### src/rtl/conv_pkg.sv
// Shared definitions for the conv engine sequencer: geometry defaults, derived
// schedule lengths, FSM encoding and config decoding helpers.
package conv_pkg;

  localparam int K_DEF      = 4;
  localparam int FMAP_W_DEF = 64;
  localparam int FMAP_H_DEF = 64;
  localparam int MAX_CH_DEF = 32;

  localparam int WCYC_DEF     = K_DEF * K_DEF / 8;
  localparam int CCYC_DEF     = FMAP_W_DEF / 2;
  localparam int OUT_ROWS_DEF = FMAP_H_DEF - K_DEF + 1;

  typedef enum logic [1:0] {
    ST_IDLE = 2'd0,
    ST_RUN  = 2'd1,
    ST_DONE = 2'd2
  } state_t;

  // Index width that never collapses to zero bits for single-entry ranges.
  function automatic int idx_w(input int n);
    return (n > 1) ? $clog2(n) : 1;
  endfunction

  function automatic int cfg_count(input logic [1:0] cfg);
    return 8 * (int'(cfg) + 1);
  endfunction

endpackage

### src/rtl/wrap_counter.sv
// Enable/limit counter that returns to zero after reaching its limit; the
// wrap flag is the carry that enables the next counter in a chain.
module wrap_counter #(
  parameter int W = 4
) (
  input  logic         clk,
  input  logic         rst_n,
  input  logic         clr,
  input  logic         en,
  input  logic [W-1:0] limit,
  output logic [W-1:0] cnt,
  output logic         wrap
);

  assign wrap = en && (cnt == limit);

  always_ff @(posedge clk or negedge rst_n) begin
    if (!rst_n) begin
      cnt <= '0;
    end else if (clr) begin
      cnt <= '0;
    end else if (en) begin
      cnt <= wrap ? '0 : cnt + 1'b1;
    end
  end

endmodule

### src/rtl/conv_seq_ctrl.sv
// Conv engine sequencer: walks phase -> channel -> row -> kernel for one job
// and emits weight/fmap fetch strobes, indices and accumulate flags.
module conv_seq_ctrl
  import conv_pkg::*;
#(
  parameter int K      = K_DEF,
  parameter int FMAP_W = FMAP_W_DEF,
  parameter int FMAP_H = FMAP_H_DEF,
  parameter int MAX_CH = MAX_CH_DEF
) (
  input  logic                           clk,
  input  logic                           in_rst_n,
  input  logic                           in_start_conv,
  input  logic [2:0]                     in_cfg_ci,
  input  logic [2:0]                     in_cfg_co,
  input  logic                           in_hold,
  output logic                           out_readw_ctl,
  output logic                           out_readi_ctl,
  output logic [idx_w(MAX_CH)-1:0]       out_knl_idx,
  output logic [idx_w(MAX_CH)-1:0]       out_ch_idx,
  output logic [idx_w(FMAP_H)-1:0]       out_row_idx,
  output logic [idx_w(FMAP_W/2)-1:0]     out_col_idx,
  output logic [idx_w(K*K/8)-1:0]        out_wpart_idx,
  output logic                           out_acc_first,
  output logic                           out_acc_last,
  output logic                           out_busy,
  output logic                           out_end_conv
);

  localparam int WCYC = K * K / 8;
  localparam int CCYC = FMAP_W / 2;
  localparam int PH   = CCYC + WCYC;
  localparam int PW   = idx_w(PH);
  localparam int CHW  = idx_w(MAX_CH);
  localparam int RW   = idx_w(FMAP_H);
  localparam int CW   = idx_w(CCYC);
  localparam int WPW  = idx_w(WCYC);

  localparam logic [PW-1:0] C_LIM   = PW'(PH - 1);
  localparam logic [PW-1:0] WCYC_C  = PW'(WCYC);
  localparam logic [PW-1:0] CCYC_C  = PW'(CCYC);
  localparam logic [RW-1:0] ROW_LIM = RW'(FMAP_H - K);

  logic [1:0]     rst_sync;
  logic           rst_n;
  state_t         state;
  logic [1:0]     ci_q, co_q;
  logic [CHW-1:0] nch_lim, nko_lim;
  logic [PW-1:0]  c;
  logic [CHW-1:0] ch, knl;
  logic [RW-1:0]  row;
  logic           c_wrap, ch_wrap, row_wrap, knl_wrap;
  logic           run, adv, clr;
  logic           unused_cfg;

  // Reset asserts asynchronously but is released on a clock edge.
  always_ff @(posedge clk or negedge in_rst_n) begin
    if (!in_rst_n) begin
      rst_sync <= '0;
    end else begin
      rst_sync <= {rst_sync[0], 1'b1};
    end
  end
  assign rst_n = rst_sync[1];

  assign unused_cfg = in_cfg_ci[2] ^ in_cfg_co[2];
  assign nch_lim    = CHW'(cfg_count(ci_q) - 1);
  assign nko_lim    = CHW'(cfg_count(co_q) - 1);

  assign run = (state == ST_RUN);
  assign adv = run && !in_hold;
  assign clr = !run;

  always_ff @(posedge clk or negedge rst_n) begin
    if (!rst_n) begin
      state <= ST_IDLE;
      ci_q  <= '0;
      co_q  <= '0;
    end else begin
      case (state)
        ST_IDLE: begin
          if (in_start_conv) begin
            state <= ST_RUN;
            ci_q  <= in_cfg_ci[1:0];
            co_q  <= in_cfg_co[1:0];
          end
        end
        ST_RUN:  if (knl_wrap) state <= ST_DONE;
        ST_DONE: state <= ST_IDLE;
        default: state <= ST_IDLE;
      endcase
    end
  end

  // Counter chain: each stage advances on the wrap of the one below it.
  wrap_counter #(.W(PW)) u_phase (
    .clk(clk), .rst_n(rst_n), .clr(clr), .en(adv),
    .limit(C_LIM), .cnt(c), .wrap(c_wrap)
  );

  wrap_counter #(.W(CHW)) u_ch (
    .clk(clk), .rst_n(rst_n), .clr(clr), .en(c_wrap),
    .limit(nch_lim), .cnt(ch), .wrap(ch_wrap)
  );

  wrap_counter #(.W(RW)) u_row (
    .clk(clk), .rst_n(rst_n), .clr(clr), .en(ch_wrap),
    .limit(ROW_LIM), .cnt(row), .wrap(row_wrap)
  );

  wrap_counter #(.W(CHW)) u_knl (
    .clk(clk), .rst_n(rst_n), .clr(clr), .en(row_wrap),
    .limit(nko_lim), .cnt(knl), .wrap(knl_wrap)
  );

  // Strobes drop during hold while indices stay put, so no fetch repeats.
  assign out_readw_ctl = adv && (c < WCYC_C);
  assign out_readi_ctl = adv && (c < CCYC_C);
  assign out_wpart_idx = c[WPW-1:0];
  assign out_col_idx   = c[CW-1:0];
  assign out_ch_idx    = ch;
  assign out_row_idx   = row;
  assign out_knl_idx   = knl;
  assign out_acc_first = run && (ch == '0);
  assign out_acc_last  = run && (ch == nch_lim);
  assign out_busy      = (state != ST_IDLE);
  assign out_end_conv  = (state == ST_DONE);

endmodule

### config.mk
export PLATFORM = sky130hd
export DESIGN_NAME = conv_seq_ctrl
export DESIGN_NICKNAME = d
export VERILOG_FILES = /design/src/rtl/conv_pkg.sv /design/src/rtl/wrap_counter.sv /design/src/rtl/conv_seq_ctrl.sv
export SDC_FILE = /design/constraint.sdc
export NUM_CORES = 1
export LEC_CHECK = 0
export BUFFER_PORTS_ARGS = -buffer_cell sky130_fd_sc_hd__buf_2
export CELL_PAD_IN_SITES_DETAIL_PLACEMENT = 1
export CELL_PAD_IN_SITES_GLOBAL_PLACEMENT = 2
export CORE_ASPECT_RATIO = 1.4
export CORE_MARGIN = 5
export CORE_UTILIZATION = 35
export CTS_CLUSTER_SIZE = 16
export DETAILED_ROUTE_END_ITERATION = 8
export GPL_TIMING_DRIVEN = 0
export HOLD_SLACK_MARGIN = 0.1
export PLACE_DENSITY = 0.78
export SYNTH_ARGS = -nofsm -noshare
export SYNTH_HDL_FRONTEND = slang
export SYNTH_HIERARCHICAL = 1
export SYNTH_SLANG_ARGS = --single-unit
### constraint.sdc
create_clock -name clk -period 1.9 [get_ports clk]
set_input_delay 0.38 -clock clk [delete_from_list [all_inputs] [get_ports clk]]
set_output_delay 0.38 -clock clk [all_outputs]
set_load 0.03 [all_outputs]
==> run metrics, run 1 <==
Worst Max-Slew Pin Slew=between 1 and 1.5 ns; critical path required time=~2.1 ns; Clk pin slew, worst setup/hold paths=approximately 0.070 ns; sequential share of the synthesized area=around two fifths; die area=slightly above 0.007 sq mm; GR peak layer=met2; Initial Utilization=between 30% and 40%; Finished Layout Cells=about 320; WL final=around 4.6 mm; Die Ht=roughly 100 um; share of cells above drive strength 1=between 40% and 50%; core area=between 0.005 and 0.006 sq mm; final hold viol count=0; clk_skew=about 0.0025 ns; Comb power frac=between 30% and 40%; FMAX=395 MHz; Design Area, Final=about 0.0027 sq mm; Setup crit end kind=register; filler instances=~610; # port buffers=35; Sw Pwr=0.829 mW; Int Pwr=roughly 1.6 mW; drt pass-1 iters=3; GRT met2 Usage=~25%; area of the multi-input gates=between 0.001 and 0.0015 sq mm; worst vdd ir=between 0.6 and 0.7 mV; 1st-iter DRT viols=38; Num CTS Buffers=5; met1 usage in global routing=roughly 17%; Crit Path Category=register to register; Ys Warns=6; Nets=260; Clk pwr share=about 33%; Tot GR Track Use=14.0%; DP Worst Slack=-1.36 ns; final setup fails=15; first-pass GRT wire length=7.85 mm; PnR worst setup slack=-0.633 ns; Tmin final=approximately 2.5 ns; DP Cell Count=just under 300; Leak Pwr=1.24 nW; ANT cells=0; Overflow after GRT=0; flip-flop and latch area=roughly 760 sq um; Reg power frac=between 30% and 40%; Synth cell types=37; Placement Cell Area=~0.0023 sq mm; row cnt=32; DP Wirelength=between 3 and 4 mm; vias in the first global route=around 1600; PD cells=915 mW/mm^2; WL/cell=14.6 um; drt drc=0; critical-path maximum fanout=8; Mapped Avg Cell Area=around 11 sq um; Final ANT Viol Nets=0; CP arrival=about 2.7 ns; Root Driver=clkbuf_8; worst hold path class=primary input to register; largest net degree at the start of global routing=29; Sw Ratio=around a third; post-route clock period utilization=133%; grt met3 use=roughly 2.7%; Vias=1487; Synth Instances=between 150 and 200; Synth Cell Area=about 0.0019 sq mm; antenna violations before repair=0; #FFs+latches synth=30; CTS tree=built; RSZ-0062 raised after global routing=yes; IO Count=38; maxcap violations=0; Worst setup SP type=register; # clock sinks=30; Area growth syn-to-layout=39.7%; setup slack on the worst flop-to-flop path=-0.63 ns; status=finished, violations left; clock latency on the worst-skew pair=between 0.2 and 0.3 ns; failing checks=negative setup slack; Die Wd=between 70 and 80 um; Slew headroom=approximately 22%; RePlAce Congestion=between 0.6 and 0.7; Clock Path Buffers=2; Final Max Tran Viols=0; Via density=approximately 4.7; H-Tree Level Count=2
routing by layer:
| layer | up-vias | wire length (um) |
|---|---|---|
| li1 | 725 | - |
| met4 | 0 | 60 |
| met3 | 6 | 170 |
| met1 | 731 | 1870 |
| met5 | - | 0 |
| met2 | 25 | 2490 |
synth_stat cells, drive strengths merged:
cell type,count,area [sq um]
dfrtp,30,751
xor2,28,260
nor2,15,56.3
xnor2,14,145
a211oi,8,60.1
clkbuf,6,27.5
inv,6,22.5
nand4,6,50.0
nor4,6,110
nand2,5,18.8
and2,4,25.0
ha,4,50.1
mux2,4,45.0
nand2b,4,25.0
o2111ai,4,35.0
a21oi,3,15.0
nand3,3,15.0
o21ai,3,15.0
a21boi,2,15.0
a311oi,2,17.5
buf,2,15.0
conb,2,7.51
nor3,2,15.0
o41ai,2,55.1
or4,2,18.8
nor2b,1,6.26
nor3b,1,18.8
o32ai,1,8.76
or2,1,6.26
or2b,1,7.51
state kept, by name, summed over array words and instances, names as in the netlist:
signal,count
u_phase/cnt,6
u_row/cnt,6
u_ch/cnt,5
u_knl/cnt,5
ci_q,2
co_q,2
rst_sync,2
state,2
layout make-up:
| class | instances | share of cell area [%] |
|---|---|---|
| Buffer | 5 | 1.35 |
| Clock buffer | 6 | 3.08 |
| Clock inverter | 2 | 2.24 |
| Inverter | 6 | 0.841 |
| Multi-Input combinational cell | 147 | 48.2 |
| Sequential cell | 30 | 28.4 |
| Tap cell | 68 | 3.18 |
| Timing Repair Buffer | 51 | 12.8 |
cells in the final DEF, fill, tap and decap left out, types with 4 or more instances in the layout:
cell / instances
nor4_4: 6
inv_1: 5
a211oi_1: 8
dfrtp_1: 23
xnor2_1: 10
xnor2_2: 4
and2_4: 4
xor2_1: 24
nand2_1: 5
conb_1: 21
mux2_2: 4
dfrtp_2: 7
buf_4: 16
buf_2: 32
nor2_1: 13
nand4_1: 4
clkbuf_8: 7
ha_1: 4
cell families after synthesis:
group,share of synthesized area [%]
simple gates,19.4
xor+xnor,21.1
flops,39.1
compound gates,11.5
buf+inv,3.39
fa+ha+maj,2.61
mux,2.35
other cells,0.392
timing repair:
item	CTS	global route
resized for setup	16	16
gates cloned	1	0
hold endpoints to repair	2	0
pin swaps	12	11
setup buffers	11	4
setup endpoints to repair	21	22
hold buffers	1	0
path summary, 6_finish.rpt:
kind	from	endpoint	cells after the start
worst min-delay path	in_cfg_co[0]	co_q[0]$_DFFE_PN0P_	2
worst max register to register	state[1]$_DFFE_PN0P_	u_knl/cnt[3]$_DFFE_PN0P_	13
min in group asynchronous	in_rst_n	rst_sync[0]$_DFF_PN0_	2
worst max-delay path	state[1]$_DFFE_PN0P_	u_knl/cnt[3]$_DFFE_PN0P_	13
max in group asynchronous	rst_sync[1]$_DFF_PN0_	u_ch/cnt[0]$_DFFE_PN0P_	0
worst min register to register	rst_sync[0]$_DFF_PN0_	rst_sync[1]$_DFF_PN0_	0
critical path, stage by stage (launching register included):
cell and delay [ns]:
dfrtp_1 0.38, nand2b_4 0.18, nor2_4 0.14, nand4_4 0.10, nor4_4 0.17, buf_4 0.16, and2_4 0.14, and2_4 0.16
nand4_4 0.09, nor4_4 0.21, clkbuf_8 0.22, nand4_1 0.11, xor2_1 0.16, a211oi_1 0.21
metrics by stage:
| stage | total power, mW | util [%] | hold WS (ns) | TNS (ns) |
|---|---|---|---|---|
| finish | 2.45 | 49.6 | 0.335 | -6.51 |
| global route | 2.60 | 49.6 | 0.333 | -8.86 |
| CTS | 2.46 | 48.4 | 0.329 | -10.43 |
| detailed placement | 1.58 | 42.8 | 0.169 | -15.06 |
| global placement | 1.57 | 42.8 | 0.167 | -15.03 |
| floorplan | 1.41 | - | 0.0844 | -9.84 |
power by group through the flow:
stage / Sequential, mW / Clock [mW] / Combinational (mW)
final: 0.871 / 0.804 / 0.777
after global routing: 0.894 / 0.862 / 0.841
after CTS: 0.864 / 0.825 / 0.774
after detailed placement: 0.875 / 0 / 0.706
after global placement: 0.875 / 0 / 0.699
after floorplan: 0.926 / 0 / 0.487
(Power assumes the default switching activity.)
==> run 2, diff against run 1 <==
--- a/config.mk
+++ b/config.mk
@@ -5,17 +5,18 @@
 export SDC_FILE = /design/constraint.sdc
 export NUM_CORES = 1
 export LEC_CHECK = 0
+export ABC_AREA = 1
 export BUFFER_PORTS_ARGS = -buffer_cell sky130_fd_sc_hd__buf_2
 export CELL_PAD_IN_SITES_DETAIL_PLACEMENT = 1
 export CELL_PAD_IN_SITES_GLOBAL_PLACEMENT = 2
 export CORE_ASPECT_RATIO = 1.4
 export CORE_MARGIN = 5
-export CORE_UTILIZATION = 35
+export CORE_UTILIZATION = 30
 export CTS_CLUSTER_SIZE = 16
 export DETAILED_ROUTE_END_ITERATION = 8
 export GPL_TIMING_DRIVEN = 0
 export HOLD_SLACK_MARGIN = 0.1
-export PLACE_DENSITY = 0.78
+export PLACE_DENSITY = 0.79
 export SYNTH_ARGS = -nofsm -noshare
 export SYNTH_HDL_FRONTEND = slang
 export SYNTH_HIERARCHICAL = 1
==> run 2 against run 1 <==
  * Count of clock-buffer cells in the layout up 1
  * Maximum frequency up 2.8%
  * Global-route usage down 0.72 points
  * Non-clock buffer count down 2
  * Area after synthesis up 8.1%
  * Synthesized cell count up 83%
  * Combinational power down 11%
  * Largest cell class unchanged
  * Die area up 23%
  * The flow still finishes with violations (negative setup slack)
==> run metrics, run 2 <==
Nets=421 (+62%); IO Count=38 (unchanged); share of cells above drive strength 1=25.5% (-17 points); flip-flop and latch area=756 sq um (-0.49%); largest net degree at the start of global routing=29 (unchanged); Synth area leaders=dfrtp_1 36%, nand2_1 19%, inv_1 11%; worst vdd ir=0.345 mV (-47%); critical path required time=2.07 ns (-0.02 ns); Clk pwr share=25.8% (-7.0 points); row cnt=36 (+13%); PD cells=763 mW/mm^2 (-17%); critical-path maximum fanout=6 (-2); Vias=2074 (+39%); vias in the first global route=2128 (+33%); ANT cells=0 (unchanged); Tmin final=2.46 ns (-0.0695 ns); final hold viol count=0 (unchanged); final setup fails=18 (+3); failing checks=negative setup slack; Mapped Avg Cell Area=6.58 sq um (-41%); RePlAce Congestion=0.741 (+9.2%); Clock Path Buffers=2 (unchanged); Main synth FF type=dfrtp_1; CP arrival=2.64 ns (-0.08 ns); clk_skew=0.00791 ns (+0.00538 ns); Reg power frac=41.4% (+5.9 points); Slew headroom=56.8% (+35 points); DP Wirelength=4.09 mm (+30%); commonest non-fill, non-tap cell in the layout=nand2_1; Setup TNS Final=-6.75 ns (-0.241 ns); #FFs+latches synth=30 (unchanged); Setup crit end kind=register; Leak Pwr=1.59 nW (+28%); Comb power frac=32.8% (+1.1 points); Crit path largest cell delay=0.38 ns (about the same); WL final=5.45 mm (+19%); Num CTS Buffers=5 (unchanged); Crit Path Category=register to register; Sw Ratio=41.0% (+7.2 points); setup slack on the worst flop-to-flop path=-0.56 ns (+0.07 ns); first-pass GRT wire length=9.28 mm (+18%); # port buffers=35 (unchanged); PnR worst setup slack=-0.563 ns (+0.0695 ns); status=finished, violations left; top-area cell type share of the netlist area=36.2% (-2.9 points); most frequent CP cell=inv_4; Synth area leader=dfrtp_1; clock latency on the worst-skew pair=0.29 ns (about the same); Placement Cell Area=0.00250 sq mm (+8.0%); Final Max Tran Viols=0 (unchanged); Root Driver=clkbuf_8; Synth Instances=315 (+83%); Synth Cell Area=0.00207 sq mm (+8.1%); Area growth syn-to-layout=33.6%; core area=0.00685 sq mm (+27%); antenna violations before repair=0 (unchanged); Design Area, Final=0.00277 sq mm (+3.4%); post-route clock period utilization=130% (-3.7 points); # clock sinks=30 (unchanged); Int Pwr=1.25 mW (-23%); H-Tree Level Count=2 (unchanged); sequential share of the synthesized area=36.2% (-2.9 points); Overflow after GRT=0 (unchanged); WL/cell=10.8 um (-26%); die area=0.00870 sq mm (+23%); Ys Warns=6 (unchanged); worst r2r src=state[0]$_DFFE_PN0P_; FMAX=406 MHz (+2.8%); most frequent cells after synthesis=104 x nand2_1, 61 x inv_1, 37 x nor2_1; Clk pin slew, worst setup/hold paths=0.07 ns (about the same); FFs w/ async S/R, synth=100% (unchanged); most frequent cell after synthesis=nand2_1; Sw Pwr=0.866 mW (+4.5%); final core occ=40.5% (-9.1 points); Tot GR Track Use=13.3% (-0.72 points); drt drc=0 (unchanged); Worst setup SP type=register; worst hold path class=register to async pin; filler instances=955 (+56%); maxcap violations=0 (unchanged); largest registers=u_phase/cnt (6), u_row/cnt (6); Synth cell types=25 (-32%); most frequent cells in the layout=102 x nand2_1, 54 x inv_1, 36 x conb_1; RR Endpoint=u_knl/cnt[4]$_DFFE_PN0P_; Final ANT Viol Nets=0 (unchanged); drt pass-1 iters=4 (+1); Via density=4.12 (-13%); Initial Utilization=30.3% (-5.2 points); CTS tree=built; area of the multi-input gates=0.00122 sq mm (-5.2%); number of flops mapped to enable cells by yosys=0 (unchanged); critical path's slowest cell=dfrtp_2; Worst Max-Slew Pin Slew=0.647 ns (-0.523 ns); R2R depth=25 (+12); Die Ht=108 um (+11%); 1st-iter DRT viols=64 (+68%); RSZ-0062 raised after global routing=yes; Die Wd=80.3 um (+11%); DP Worst Slack=-1.24 ns (+0.125 ns)
[run 2: worst max path at each step]
stage / start / to / slack, ns
6_report: state[0]$_DFFE_PN0P_ / u_knl/cnt[4]$_DFFE_PN0P_ / -0.56
5_1_grt: state[0]$_DFFE_PN0P_ / u_knl/cnt[1]$_DFFE_PN0P_ / -0.78
4_1_cts: state[1]$_DFFE_PN0P_ / u_knl/cnt[1]$_DFFE_PN0P_ / -0.66
3_5_place_dp: state[0]$_DFFE_PN0P_ / u_knl/cnt[1]$_DFFE_PN0P_ / -1.24
3_3_place_gp: state[0]$_DFFE_PN0P_ / u_knl/cnt[2]$_DFFE_PN0P_ / -1.18
2_1_floorplan: state[0]$_DFFE_PN0P_ / state[0]$_DFFE_PN0P_ / -0.64
[run 2: power by group through the flow]
| stage | registers [mW] | clock network [mW] | logic [mW] |
|---|---|---|---|
| after floorplan | 0.979 | 0 | 0.372 |
| after global placement | 0.892 | 0 | 0.665 |
| after detailed placement | 0.892 | 0 | 0.678 |
| after CTS | 0.881 | 0.563 | 0.694 |
| after global routing | 0.903 | 0.595 | 0.775 |
| final | 0.874 | 0.546 | 0.693 |
[run 2: what timing repair did]
action | CTS | global route
pin swaps | 8 | 7
hold endpoints to repair | 2 | 0
setup buffers | 11 | 4
endpoints found under the setup margin | 18 | 19
resized for setup | 11 | 10
hold buffers | 1 | 0
[run 2: layer usage]
layer / vias up / GRT usage [%] / wire [um]
li1: 1080 / - / -
met1: 958 / 14.8 / 2300
met2: 31 / 25.5 / 2930
met3: 5 / 2.08 / 159
met4: 0 / 3.62 / 57
met5: - / 0 / 0
[run 2: metrics by stage]
step	total power, mW	instances	hold slack (ns)
finish	2.11	503	0.293
global route	2.27	503	0.337
CTS	2.14	499	0.326
detailed placement	1.57	479	0.169
global placement	1.56	479	0.167
floorplan	1.35	349	0.0844
[run 2: logic make-up (layout without fill, tap and decap cells)]
family	Yosys count	after routing	share of synthesized area (%)
simple gates	188	188	40.4
fa+ha+maj	4	4	2.41
xor+xnor	13	13	5.49
flops	30	30	36.2
compound gates	7	7	2.05
other cells	2	36	0.362
buf+inv	71	130	13.0
[run 2: cell type report]
cell class / count / share of cell area, %
buffer: 3 / 0.542
clock buffer: 7 / 3.12
clock inverter: 1 / 0.181
inverter: 68 / 9.58
multi-input combinational: 248 / 44.2
sequential: 30 / 27.3
tap: 95 / 4.29
timing repair buffer: 51 / 10.8
[run 2: worst max-delay path: cells and delay by family (launching register included)]
family                 cells  cell delay [ns]
buffers and inverters      7             0.41
DFF                        1             0.38
and+or+nand+nor           17             1.46
AOI/OAI and AO/OA          1             0.10
==> run 3, diff against run 2 <==
--- a/config.mk
+++ b/config.mk
@@ -10,7 +10,7 @@
 export CELL_PAD_IN_SITES_DETAIL_PLACEMENT = 1
 export CELL_PAD_IN_SITES_GLOBAL_PLACEMENT = 2
 export CORE_ASPECT_RATIO = 1.4
-export CORE_MARGIN = 5
+export CORE_MARGIN = 2
 export CORE_UTILIZATION = 30
 export CTS_CLUSTER_SIZE = 16
 export DETAILED_ROUTE_END_ITERATION = 8
==> run 3 against run 2 <==
  * The run still ends with negative setup slack left
  * Combinational power decreased by 2%
  * Maximum frequency increased by 1.6%
  * Hold slack improved by 0.035 ns
  * Final area increased by 0.18%
  * Critical path depth decreased by 1
  * Via count increased by 2.6%
  * Critical path type unchanged
  * Critical endpoint is now u_knl/cnt[1]$_DFFE_PN0P_
  * Highest routed layer unchanged
==> run metrics, run 3 (same netlist as run 2, synthesis figures left out) <==
status=finished, violations left; failing checks=negative setup slack; DP Worst Slack=-1.26 ns (-0.0221 ns); Area growth syn-to-layout=33.9%; vias in the first global route=2151 (+1.1%); Tmin final=2.43 ns (-0.0377 ns); Die Ht=102 um (-5.5%); IO Count=38 (unchanged); DP Cell Count=476 (-0.63%); critical-path maximum fanout=6 (unchanged); row cnt=35 (-2.8%); Met3 Wirelength=154 um (-3.1%); RR Endpoint=u_knl/cnt[1]$_DFFE_PN0P_; PD cells=757 mW/mm^2 (-0.68%); 1st-iter DRT viols=46 (-28%); # port buffers=35 (unchanged); PnR worst setup slack=-0.525 ns (+0.0377 ns); CP Launch Point=state[1]$_DFFE_PN0P_; WL/cell=10.8 um (+0.14%); drt pass-1 iters=4 (unchanged); Finished Layout Cells=501 (-0.40%); core area=0.00666 sq mm (-2.8%); Nets=422 (+0.24%); Worst Max-Slew Pin Slew=1.18 ns (+0.531 ns); metal2 WL=2.91 mm (-0.68%); largest registers=u_phase/cnt (6), u_row/cnt (6); WL final=5.43 mm (-0.26%); Die Wd=74.3 um (-7.5%); Clk pin slew, worst setup/hold paths=0.07 ns (about the same); clock latency on the worst-skew pair=0.28 ns (about the same); # clock sinks=30 (unchanged); final setup fails=13 (-5); ANT cells=0 (unchanged); maxcap violations=0 (unchanged); RePlAce Congestion=0.748 (+0.89%); RSZ-0062 raised after global routing=yes; share of cells above drive strength 1=24.9% (-0.55 points); final core occ=41.7% (+1.2 points); Clock Path Buffers=2 (unchanged); worst r2r src=state[1]$_DFFE_PN0P_; total power=2.10 mW (-0.50%); Vias=2127 (+2.6%); final hold viol count=0 (unchanged); die area=0.00760 sq mm (-13%); commonest non-fill, non-tap cell in the layout=nand2_1; DP Wirelength=4.04 mm (-1.1%); Setup TNS Final=-5.96 ns (+0.783 ns); critical path required time=2.08 ns (about the same); first-pass GRT wire length=9.42 mm (+1.5%); CP arrival=2.60 ns (-0.04 ns); R2R depth=24 (-4.0%); Via density=4.25 (+3.0%); highest metal used=met4; worst vdd ir=0.391 mV (+13%); FMAX=412 MHz (+1.6%); Slew headroom=21.5% (-35 points); antenna violations before repair=0 (unchanged); Worst setup SP type=register; Leak Pwr=1.60 nW (+0.56%); clk_skew=0.00424 ns (-0.00367 ns); worst hold path class=primary input to register; H-Tree Level Count=2 (unchanged); Num CTS Buffers=5 (unchanged); Final ANT Viol Nets=0 (unchanged); M1 WL=2.32 mm (+0.96%); Initial Utilization=31.1% (+0.87 points); Root Driver=clkbuf_8; CP endpoint=u_knl/cnt[1]$_DFFE_PN0P_; Overflow after GRT=0 (unchanged); Tot GR Track Use=15.8% (+2.5 points); CTS tree=built; setup slack on the worst flop-to-flop path=-0.53 ns (+0.04 ns); Setup crit end kind=register; most frequent cells in the layout=102 x nand2_1, 54 x inv_1, 36 x conb_1; post-route clock period utilization=128% (-2.0 points); drt drc=0 (unchanged); Crit Path Category=register to register; largest net degree at the start of global routing=29 (unchanged); Final Max Tran Viols=0 (unchanged)
[run 3: final cells by class]
cell class,instances,area (sq um)
Inverter,68,263
Multi-Input combinational cell,248,1230
Timing Repair Buffer,52,309
Buffer,3,15.0
Tap cell,92,115
Sequential cell,30,753
Fill cell,921,3880
Clock inverter,1,5.00
Clock buffer,7,86.3
[run 3: critical path: stages, from the launching register on]
cell and delay, ns:
dfrtp_2 0.43, nor2_4 0.11, nand2_2 0.07, inv_2 0.06
inv_2 0.04, a21oi_2 0.09, nand2_1 0.07, nor2_2 0.12
nand2_2 0.09, inv_4 0.08, nand2_4 0.05, nor2_4 0.07
nand3_2 0.08, inv_2 0.08, inv_2 0.04, nor2_2 0.06
nand2_1 0.05, nor2_1 0.12, nand2_2 0.10, inv_4 0.08
nand2_4 0.05, nor2_4 0.09, nand3_4 0.11, nand4_1 0.11
nand2_1 0.05
[run 3: how the worst min path moves through the flow]
stage	cells past startpoint	slack, ns	start	to
after floorplan	0	0.08	in_rst_n	rst_sync[0]$_DFF_PN0_
after global placement	1	0.16	in_rst_n	rst_sync[1]$_DFF_PN0_
after detailed placement	1	0.17	in_rst_n	rst_sync[1]$_DFF_PN0_
after CTS	3	0.32	in_cfg_co[0]	co_q[0]$_DFFE_PN0P_
after global routing	3	0.33	in_cfg_ci[1]	ci_q[1]$_DFFE_PN0P_
final	3	0.33	in_cfg_co[0]	co_q[0]$_DFFE_PN0P_
[run 3: repair_timing]
item	CTS	global route
hold buffers	1	0
resized for setup	7	11
endpoints found under the hold margin	2	0
setup endpoints to repair	18	18
pin swaps	9	6
setup buffers	12	4
[run 3: per-layer routing]
metal / up-vias / track usage (%)
li1: 1082 / -
met5: - / 0
met3: 6 / 3.35
met4: 0 / 3.30
met1: 1009 / 17.2
met2: 30 / 30.7
[run 3: stage by stage]
| step | hold slack, ns | instance area (sq um) |
|---|---|---|
| 6_report | 0.328 | 2780 |
| 5_1_grt | 0.333 | 2780 |
| 4_1_cts | 0.323 | 2700 |
| 3_5_place_dp | 0.167 | 2490 |
| 3_3_place_gp | 0.164 | 2490 |
| 2_1_floorplan | 0.0844 | 2200 |
[run 3: power breakdown]
| group | internal [mW] | leakage [nW] | switching, mW | total (mW) |
|---|---|---|---|---|
| clock | 0.292 | 0.0482 | 0.249 | 0.541 |
| sequential | 0.715 | 0.396 | 0.166 | 0.880 |
| combinational | 0.237 | 1.16 | 0.443 | 0.680 |
